### src/rtl/baccarat_pkg.sv
// Shared types and helpers for the baccarat hand datapath: card encoding,
// slot and order-tracker enumerations, error codes and card valuation.
package baccarat_pkg;

    typedef logic [3:0] card_t;

    localparam card_t RANK_MIN = 4'd1;
    localparam card_t RANK_MAX = 4'd13;
    localparam int    NUM_SLOTS = 6;

    // Slot index doubles as the bit position of its load strobe.
    typedef enum logic [2:0] {
        SLOT_P1 = 3'd0,
        SLOT_D1 = 3'd1,
        SLOT_P2 = 3'd2,
        SLOT_D2 = 3'd3,
        SLOT_P3 = 3'd4,
        SLOT_D3 = 3'd5
    } slot_e;

    // Order tracker: names the last slot that was filled.
    typedef enum logic [2:0] {
        ST_EMPTY = 3'd0,
        ST_P1    = 3'd1,
        ST_D1    = 3'd2,
        ST_P2    = 3'd3,
        ST_D2    = 3'd4,
        ST_P3    = 3'd5,
        ST_D3    = 3'd6
    } order_e;

    typedef enum logic [1:0] {
        ERR_NONE    = 2'd0,
        ERR_MULTI   = 2'd1,
        ERR_ORDER   = 2'd2,
        ERR_BADCARD = 2'd3
    } err_t;

    // Baccarat value of a rank: 1..9 at face value, tens/faces/empty are 0.
    function automatic logic [3:0] card_value(input card_t card);
        logic [3:0] val;
        if ((card >= RANK_MIN) && (card <= 4'd9)) begin
            val = card;
        end else begin
            val = 4'd0;
        end
        return val;
    endfunction

endpackage

### src/rtl/card_scorer.sv
// Combinational baccarat score of a three-card hand: sum of card values mod 10.
module card_scorer
    import baccarat_pkg::*;
(
    input  card_t      card1,
    input  card_t      card2,
    input  card_t      card3,
    output logic [3:0] score
);

    logic [4:0] sum_s;

    // Raw sum is at most 27, so at most two subtractions of 10 are needed.
    always_comb begin
        sum_s = {1'b0, card_value(card1)} + {1'b0, card_value(card2)}
              + {1'b0, card_value(card3)};
        if (sum_s >= 5'd20) begin
            score = 4'(sum_s - 5'd20);
        end else if (sum_s >= 5'd10) begin
            score = 4'(sum_s - 5'd10);
        end else begin
            score = sum_s[3:0];
        end
    end

endmodule

### src/rtl/hand_datapath.sv
// Card-dealing datapath: latches dealt cards into player/dealer slots,
// enforces the deal order and reports protocol violations (sticky).
module hand_datapath
    import baccarat_pkg::*;
(
    input  logic       slow_clock,
    input  logic       resetb,
    input  logic [3:0] new_card,
    input  logic       load_pcard1,
    input  logic       load_pcard2,
    input  logic       load_pcard3,
    input  logic       load_dcard1,
    input  logic       load_dcard2,
    input  logic       load_dcard3,
    output logic [3:0] pcard1,
    output logic [3:0] pcard2,
    output logic [3:0] pcard3,
    output logic [3:0] dcard1,
    output logic [3:0] dcard2,
    output logic [3:0] dcard3,
    output logic [3:0] pscore,
    output logic [3:0] dscore,
    output logic [2:0] cards_dealt,
    output logic       proto_err,
    output logic [1:0] err_code
);

    logic [NUM_SLOTS-1:0][3:0] cards_q, cards_d;
    order_e                    state_q, state_d;
    logic [2:0]                cards_dealt_q, cards_dealt_d;
    logic                      proto_err_q, proto_err_d;
    err_t                      err_code_q, err_code_d;

    logic [NUM_SLOTS-1:0]      strobe_s;
    logic [NUM_SLOTS-1:0]      allowed_s;
    logic                      multi_s;
    logic                      legal_s;
    logic                      card_ok_s;

    assign strobe_s = {load_dcard3, load_pcard3, load_dcard2,
                       load_pcard2, load_dcard1, load_pcard1};

    // Slots that may legally be loaded next, given the last slot filled.
    always_comb begin
        allowed_s = 6'b000000;
        case (state_q)
            ST_EMPTY: allowed_s = 6'b000001;
            ST_P1:    allowed_s = 6'b000010;
            ST_D1:    allowed_s = 6'b000100;
            ST_P2:    allowed_s = 6'b001000;
            ST_D2:    allowed_s = 6'b110000;
            ST_P3:    allowed_s = 6'b100000;
            ST_D3:    allowed_s = 6'b000000;
            default:  allowed_s = 6'b000000;
        endcase
    end

    // Strobe classification: more than one bit set is MULTI.
    always_comb begin
        multi_s   = ((strobe_s & (strobe_s - 6'd1)) != 6'd0);
        legal_s   = (!multi_s) && ((strobe_s & allowed_s) != 6'd0);
        card_ok_s = (new_card >= RANK_MIN) && (new_card <= RANK_MAX);
    end

    // Next-state: load on a legal strobe with a valid rank, else flag the error.
    always_comb begin
        cards_d       = cards_q;
        state_d       = state_q;
        cards_dealt_d = cards_dealt_q;
        proto_err_d   = proto_err_q;
        err_code_d    = err_code_q;
        if (strobe_s == 6'd0) begin
            cards_d = cards_q;
        end else if (multi_s) begin
            proto_err_d = 1'b1;
            if (err_code_q == ERR_NONE) begin
                err_code_d = ERR_MULTI;
            end else begin
                err_code_d = err_code_q;
            end
        end else if (!legal_s) begin
            proto_err_d = 1'b1;
            if (err_code_q == ERR_NONE) begin
                err_code_d = ERR_ORDER;
            end else begin
                err_code_d = err_code_q;
            end
        end else if (!card_ok_s) begin
            proto_err_d = 1'b1;
            if (err_code_q == ERR_NONE) begin
                err_code_d = ERR_BADCARD;
            end else begin
                err_code_d = err_code_q;
            end
        end else begin
            for (int i = 0; i < NUM_SLOTS; i++) begin
                if (strobe_s[i]) begin
                    cards_d[i] = new_card;
                end else begin
                    cards_d[i] = cards_q[i];
                end
            end
            cards_dealt_d = cards_dealt_q + 3'd1;
            case (strobe_s)
                6'b000001: state_d = ST_P1;
                6'b000010: state_d = ST_D1;
                6'b000100: state_d = ST_P2;
                6'b001000: state_d = ST_D2;
                6'b010000: state_d = ST_P3;
                6'b100000: state_d = ST_D3;
                default:   state_d = state_q;
            endcase
        end
    end

    // State registers; reset clears the hand and the error record.
    always_ff @(posedge slow_clock or negedge resetb) begin
        if (!resetb) begin
            cards_q       <= '0;
            state_q       <= ST_EMPTY;
            cards_dealt_q <= 3'd0;
            proto_err_q   <= 1'b0;
            err_code_q    <= ERR_NONE;
        end else begin
            cards_q       <= cards_d;
            state_q       <= state_d;
            cards_dealt_q <= cards_dealt_d;
            proto_err_q   <= proto_err_d;
            err_code_q    <= err_code_d;
        end
    end

    assign pcard1      = cards_q[SLOT_P1];
    assign dcard1      = cards_q[SLOT_D1];
    assign pcard2      = cards_q[SLOT_P2];
    assign dcard2      = cards_q[SLOT_D2];
    assign pcard3      = cards_q[SLOT_P3];
    assign dcard3      = cards_q[SLOT_D3];
    assign cards_dealt = cards_dealt_q;
    assign proto_err   = proto_err_q;
    assign err_code    = err_code_q;

    card_scorer u_player_scorer (
        .card1 (cards_q[SLOT_P1]),
        .card2 (cards_q[SLOT_P2]),
        .card3 (cards_q[SLOT_P3]),
        .score (pscore)
    );

    card_scorer u_dealer_scorer (
        .card1 (cards_q[SLOT_D1]),
        .card2 (cards_q[SLOT_D2]),
        .card3 (cards_q[SLOT_D3]),
        .score (dscore)
    );

endmodule

### config.mk
export PLATFORM = sky130hd
export DESIGN_NAME = hand_datapath
export DESIGN_NICKNAME = d
export VERILOG_FILES = /design/src/rtl/baccarat_pkg.sv /design/src/rtl/card_scorer.sv /design/src/rtl/hand_datapath.sv
export SDC_FILE = /design/constraint.sdc
export NUM_CORES = 1
export LEC_CHECK = 0
export CAP_MARGIN = 20
export CORE_MARGIN = 5
export CORE_UTILIZATION = 51
export CTS_CLUSTER_SIZE = 8
export DETAILED_ROUTE_END_ITERATION = 10
export PLACE_DENSITY = 0.81
export SLEW_MARGIN = 30
export SYNTH_ARGS = -nofsm -noshare
export SYNTH_HDL_FRONTEND = slang
export SYNTH_SLANG_ARGS = --single-unit
export TNS_END_PERCENT = 30
### constraint.sdc
create_clock -name slow_clock -period 4.5 [get_ports slow_clock]
set_input_delay 0.9 -clock slow_clock [delete_from_list [all_inputs] [get_ports slow_clock]]
set_output_delay 0.9 -clock slow_clock [all_outputs]
set_load 0.01 [all_outputs]
Word-level counts from Yosys, hierarchy flattened
Cells that the tools add are included.

Reductions and logical operators: 27. Multipliers: 0. Order comparisons: 18. Shift-type cells: 0. Eq/ne operators: 13. Bitwise operators: 4. Divide/modulo/power cells: 0. Muxes and demuxes: 21. Add/subtract/negate cells: 10.

Operator list (number): two-way mux 4 bit (10); AND reduction 5 bit (8); case mux 6 bit (6 select lines) (1); >= comparator 4 x 1 -> 1 bit (second input constant) (7); less-or-equal comparator 4 bit (second input constant) (7); case mux 3 bit (6 select lines) (1); nonzero test 6 bit (3); AND 6 bit (2); two-way mux 2 bit (6); adder 4 x 4 -> 5 bit (2); adder 5 x 4 -> 5 bit (2); >= comparator 5 x 4 -> 1 bit (second input constant) (2); >= comparator 5 bit (second input constant) (2); logical AND 1 bit (8); subtractor 4 x 3 -> 4 bit (second input constant) (2); subtractor 4 bit (second input constant) (2); == test 3 x 2 -> 1 bit (second input constant) (2); == test 3 bit (second input constant) (2); == test 6 x 1 -> 1 bit (second input constant) (1); == test 6 x 2 -> 1 bit (second input constant) (1); == test 6 x 3 -> 1 bit (second input constant) (1); == test 6 x 4 -> 1 bit (second input constant) (1); == test 6 x 5 -> 1 bit (second input constant) (1); == test 6 bit (second input constant) (1); 14 further kinds (18).

Output and inout port bits: 38. Logic and storage cells: 103. Latch bits: 0. Memories: 0. ROM bits: 0. Bits of input ports: 12. Bits in registers: 33. Memory bits (writable): 0.

Longest topological paths before layout
Depth in word-level cells: 8. Depth in mapped cells: 13. Depth with buffers taken out: 13.

Hierarchy
A second synthesis with hierarchy kept.

Cell total of the unflattened synthesis: 224. Area total of the unflattened synthesis: 2537.4 µm².

Modules (own cells, without submodules): hand_datapath (cells each 116, sequential area each 825.8 µm², area an instance 1606.5 µm², times used 1); card_scorer (cells each 54, sequential area each 0.0 µm², area an instance 465.4 µm², times used 2).

Worst setup path before layout
OpenSTA, ideal clock, no wires.

Path type: reg2out. From: register cards_q (netlist bit dcard3[3]). To: output dscore[2]. Required time: 3.600 ns. Data arrival time: 3.027 ns. Slack: 0.573 ns. Buffers on the path: 0. Cell stages (with the launch flop): 12. Cells stage by stage: dfrtp_1 nand2b_1 fa_1 inv_1 ha_1 fa_1 ha_1 nor2b_1 o31ai_1 mux2_2 nor2_1 o311a_1.

Word-level cells in the longest chain between the ends: 7. Elaborated cells on any way between the ends: 11. Classes of those cells: add/sub (3); order compare (4); mux (3); reduce/logical (1).

Ends and longest elaborated chain: from (decl) (RTL line hand_datapath.sv:28) `logic [NUM_SLOTS-1:0][3:0] cards_q, cards_d;`; from (signal assigned) (RTL line hand_datapath.sv:125) `cards_q <= cards_d;`; >= comparator 4 x 1 -> 1 bit / less-or-equal comparator 4 bit (equally long branches) (RTL line baccarat_pkg.sv:42) `if ((card >= RANK_MIN) && (card <= 4'd9)) begin`; logical AND 1 bit (RTL line baccarat_pkg.sv:42); two-way mux 4 bit (*) (RTL line baccarat_pkg.sv:42); adder 5 x 4 -> 5 bit (*) (RTL line card_scorer.sv:16) `+ {1'b0, card_value(card3)};`; subtractor 4 bit / >= comparator 5 x 4 -> 1 bit (equally long branches) (RTL line card_scorer.sv:20, card_scorer.sv:19); two-way mux 4 bit (RTL line card_scorer.sv:19) `end else if (sum_s >= 5'd10) begin`; two-way mux 4 bit (*) (RTL line card_scorer.sv:17) `if (sum_s >= 5'd20) begin`; to (decl) (RTL line hand_datapath.sv:22) `output logic [3:0] dscore,`.

Mark *: on every way between the ends. The rest lies on a longest branch, timed or not.

Final worst setup path
Same ends and word-level chain as after synthesis.

==> results.toml <==
[placed_design]
post-dp-hpwl_um = 4320
placed_cell_area_sq_um = 3020
place_congestion = 0.842
port-buffer-count = 49
dp_slack_ps = 27.2

[floorplanning]
start_util = 0.525
dieArea_sq_um = 6350
core_area_sq_um = 4720
rows = 25
die_h_um = 79.7
ios = 50
fp.dieW_um = 79.7

[cells_and_area]
seq_area_sq_um = 826
fin_area_sq_um = 3140
n_fill_cell = 396
nNetsFinal = 321
diodes = 0
final_core_util = 0.665
multi_input_area_sq_um = 1590
drive_gt1_frac = 0.185
area_growth_pct = 26.8

[synth]
yosys_register_bits = 33
synthDistinctLibCells = 46
avgSynthCellArea_sq_um = 10.5
ys_top_cells_by_count = "dfrtp_1, mux2_2, inv_1, nor2_1, o21ai_0"
ys_top_cells_by_area = "dfrtp_1, mux2_2, fa_1"
syn_area_sq_um = 2480
async_flop_share = 1.00
ys_warn_count = 0
syn_inst = 235
synth_edf_count = 0
synth_top_area_frac = 0.333
ys_seq_area_frac = 0.333
mappedNetlistNets = 270
synthFlopType = "dfrtp_1"
synth_most_common_cell = "dfrtp_1"
yosysTopAreaCell = "dfrtp_1"

[min_path]
hp-class = "reg -> reg"

[sta]
fmax_mhz = 224
maxSlewHeadroom = 0.715
setup_violations = 0
period_needed_ps = 4470
max_slew.worst_pin.slew_ps = 428
rsz0062_at_grt = "yes"
clock_skew_ps = 5.19
slew_violations = 0
fin_ws_ps = 30.1
period_share = 0.993
fin_hold_ws_ps = 479
hold_viol = 0

[grt]
grt_antenna_before_repair = 0
grt_pass1_vias = 1955
grt_max_degree = 34
grt_usage = 0.191
grt_pass1_wl_um = 9600
grt_remaining_overflow = 0

[critical_path]
path_cells = "nand2b_1 -> fa_1 -> inv_1 -> ha_1 -> fa_2 -> buf_4 -> inv_1 -> ha_1 -> nand3b_1 -> o21ai_1 -> or3_1 -> o311a_1 -> dlygate4sd2_1"
cp_max_fo = 6
required_ps = 3600
end_kind = "primary output"
start_kind = "flip-flop"
cp_slowest_stage_delay_ps = 580
worstPathArrival_ps = 3570
worstSetupPathType = "reg -> out"
critPathSlowestCell = "fa_2"

[routing]
drcViolationCount = 0
ant_nets = 0
drtIter0Drc = 58
vias_per_cell = 5.50
firstDrtPassIters = 4
vias = 1943
wl_per_cell_um = 15.5
routed_wl_um = 5470

[clock_network]
cts_tree = "built"
ctsHoldBuffers = 0
cts_sinks = 33
numCtsBuffers = 5
clk_latency_ps = 280
htree_levels = 2
cts_buffer_depth = 2
root_buffer = "clkbuf_8"
clkTransAtPathRegs_ps = 60

[pwr]
ir_drop_v = 0.000488
p_total_w = 0.00256
p_leak_nw = 1.41
power_density_nw_per_um2 = 814

[job]
drv_cap = 0

[status]
status = "complete, no violations"
## report_power, final
| group | total, W | internal [W] | switching (W) | leakage (nW) |
|---|---|---|---|---|
| combinational | 0.00184 | 0.000934 | 0.000902 | 0.955 |
| clock | 0.000225 | 0.000121 | 0.000104 | 0.0433 |
| sequential | 0.000495 | 0.000389 | 0.000106 | 0.412 |
| total | 0.00256 | 0.00144 | 0.00111 | 1.41 |
## cells in the final DEF, fill, tap and decap left out, types with 2 or more instances in the layout
| cell type | netlist | final |
|---|---|---|
| mux2i_1 | 3 | 3 |
| nor2b_1 | 9 | 7 |
| fa_2 | 0 | 2 |
| nor3b_1 | 6 | 6 |
| mux2_4 | 0 | 2 |
| nand3_1 | 2 | 2 |
| buf_4 | 2 | 2 |
| fa_1 | 10 | 8 |
| mux2_2 | 24 | 22 |
| nor3_1 | 4 | 4 |
| nand2_1 | 4 | 4 |
| nor2b_2 | 0 | 2 |
| and3_1 | 2 | 2 |
| nand2b_1 | 9 | 9 |
| a21o_1 | 2 | 2 |
| o21ai_0 | 15 | 13 |
| mux2_1 | 4 | 4 |
| xnor2_1 | 8 | 6 |
| o31ai_1 | 6 | 6 |
| ha_1 | 13 | 13 |
| o21a_1 | 2 | 2 |
| a21oi_1 | 4 | 4 |
| nand3_2 | 3 | 3 |
| a22oi_1 | 2 | 2 |
| xnor2_2 | 0 | 2 |
| clkdlybuf4s50_1 | 0 | 43 |
| dlygate4sd2_1 | 0 | 3 |
| a31oi_1 | 5 | 5 |
| nand3b_1 | 2 | 2 |
| inv_1 | 15 | 14 |
| clkbuf_8 | 0 | 6 |
| o211ai_1 | 3 | 3 |
| and2_1 | 6 | 6 |
| or3_1 | 2 | 2 |
| dfrtp_1 | 33 | 33 |
| nor2_1 | 15 | 15 |
## cell type report
cell class | count | area share
clock buffer | 6 | 0.0263
clock inverter | 1 | 0.00239
inverter | 15 | 0.0179
multi-input combinational | 180 | 0.505
sequential | 33 | 0.263
tap | 67 | 0.0267
timing repair buffer | 51 | 0.159
## cells by family (layout without fill, tap and decap cells)
group,after synthesis,count (layout),synth area share
AOI/OAI and AO/OA,48,48,0.132
adders and majority gates,23,23,0.146
DFF,33,33,0.333
xor gates and xnor gates,9,9,0.0318
and+or+nand+nor,69,69,0.176
muxes,31,31,0.139
buffers and inverters,22,73,0.0414
## metal layers
| metal | share of wire | vias to the layer above | GRT usage |
|---|---|---|---|
| met4 | 0.011 | 0 | 0.0550 |
| li1 | - | 941 | - |
| met2 | 0.53 | 46 | 0.337 |
| met1 | 0.42 | 949 | 0.235 |
| met5 | 0 | - | 0 |
| met3 | 0.042 | 7 | 0.0350 |
## timing repair
item / CTS / global route
buffers inserted: 0 / 0
endpoints found under the setup margin: 6 / 5
gates resized for setup: 14 / 7
## sequential cells by signal, indices dropped and copies added, names as in the netlist
| register | flops |
|---|---|
| dcard2 | 4 |
| cards_dealt | 3 |
| pcard2 | 4 |
| proto_err | 1 |
| dcard1 | 4 |
| pcard3 | 4 |
| err_code | 2 |
| state_q | 3 |
| dcard3 | 4 |
| pcard1 | 4 |
## critical path, delay by kind of cell, from the launching register on
| kind | cells | cell delay [ps] |
|---|---|---|
| flops | 1 | 420 |
| buf+inv | 4 | 520 |
| simple gates | 3 | 600 |
| fa+ha+maj | 4 | 1520 |
| compound gates | 2 | 230 |
## worst paths after layout
kind / start / cells after the start / slack, ps / end
worst max-delay path: dcard3[3] / 13 / 30 / dscore[2]
worst min-delay path: cards_dealt[2] / 1 / 480 / cards_dealt[2]
worst max register to register: state_q[0] / 5 / 2400 / pcard2[1]
worst min register to register: cards_dealt[2] / 1 / 480 / cards_dealt[2]
max in group asynchronous: resetb / 2 / 3180 / dcard1[1]
min in group asynchronous: resetb / 2 / 1010 / err_code[1]
## through the flow
stage	std cells	setup TNS [ps]
final	353	0
after global routing	353	-285
after CTS	353	-192
after detailed placement	346	0
after global placement	346	0
after floorplan	235	0
(Power assumes the default switching activity.)
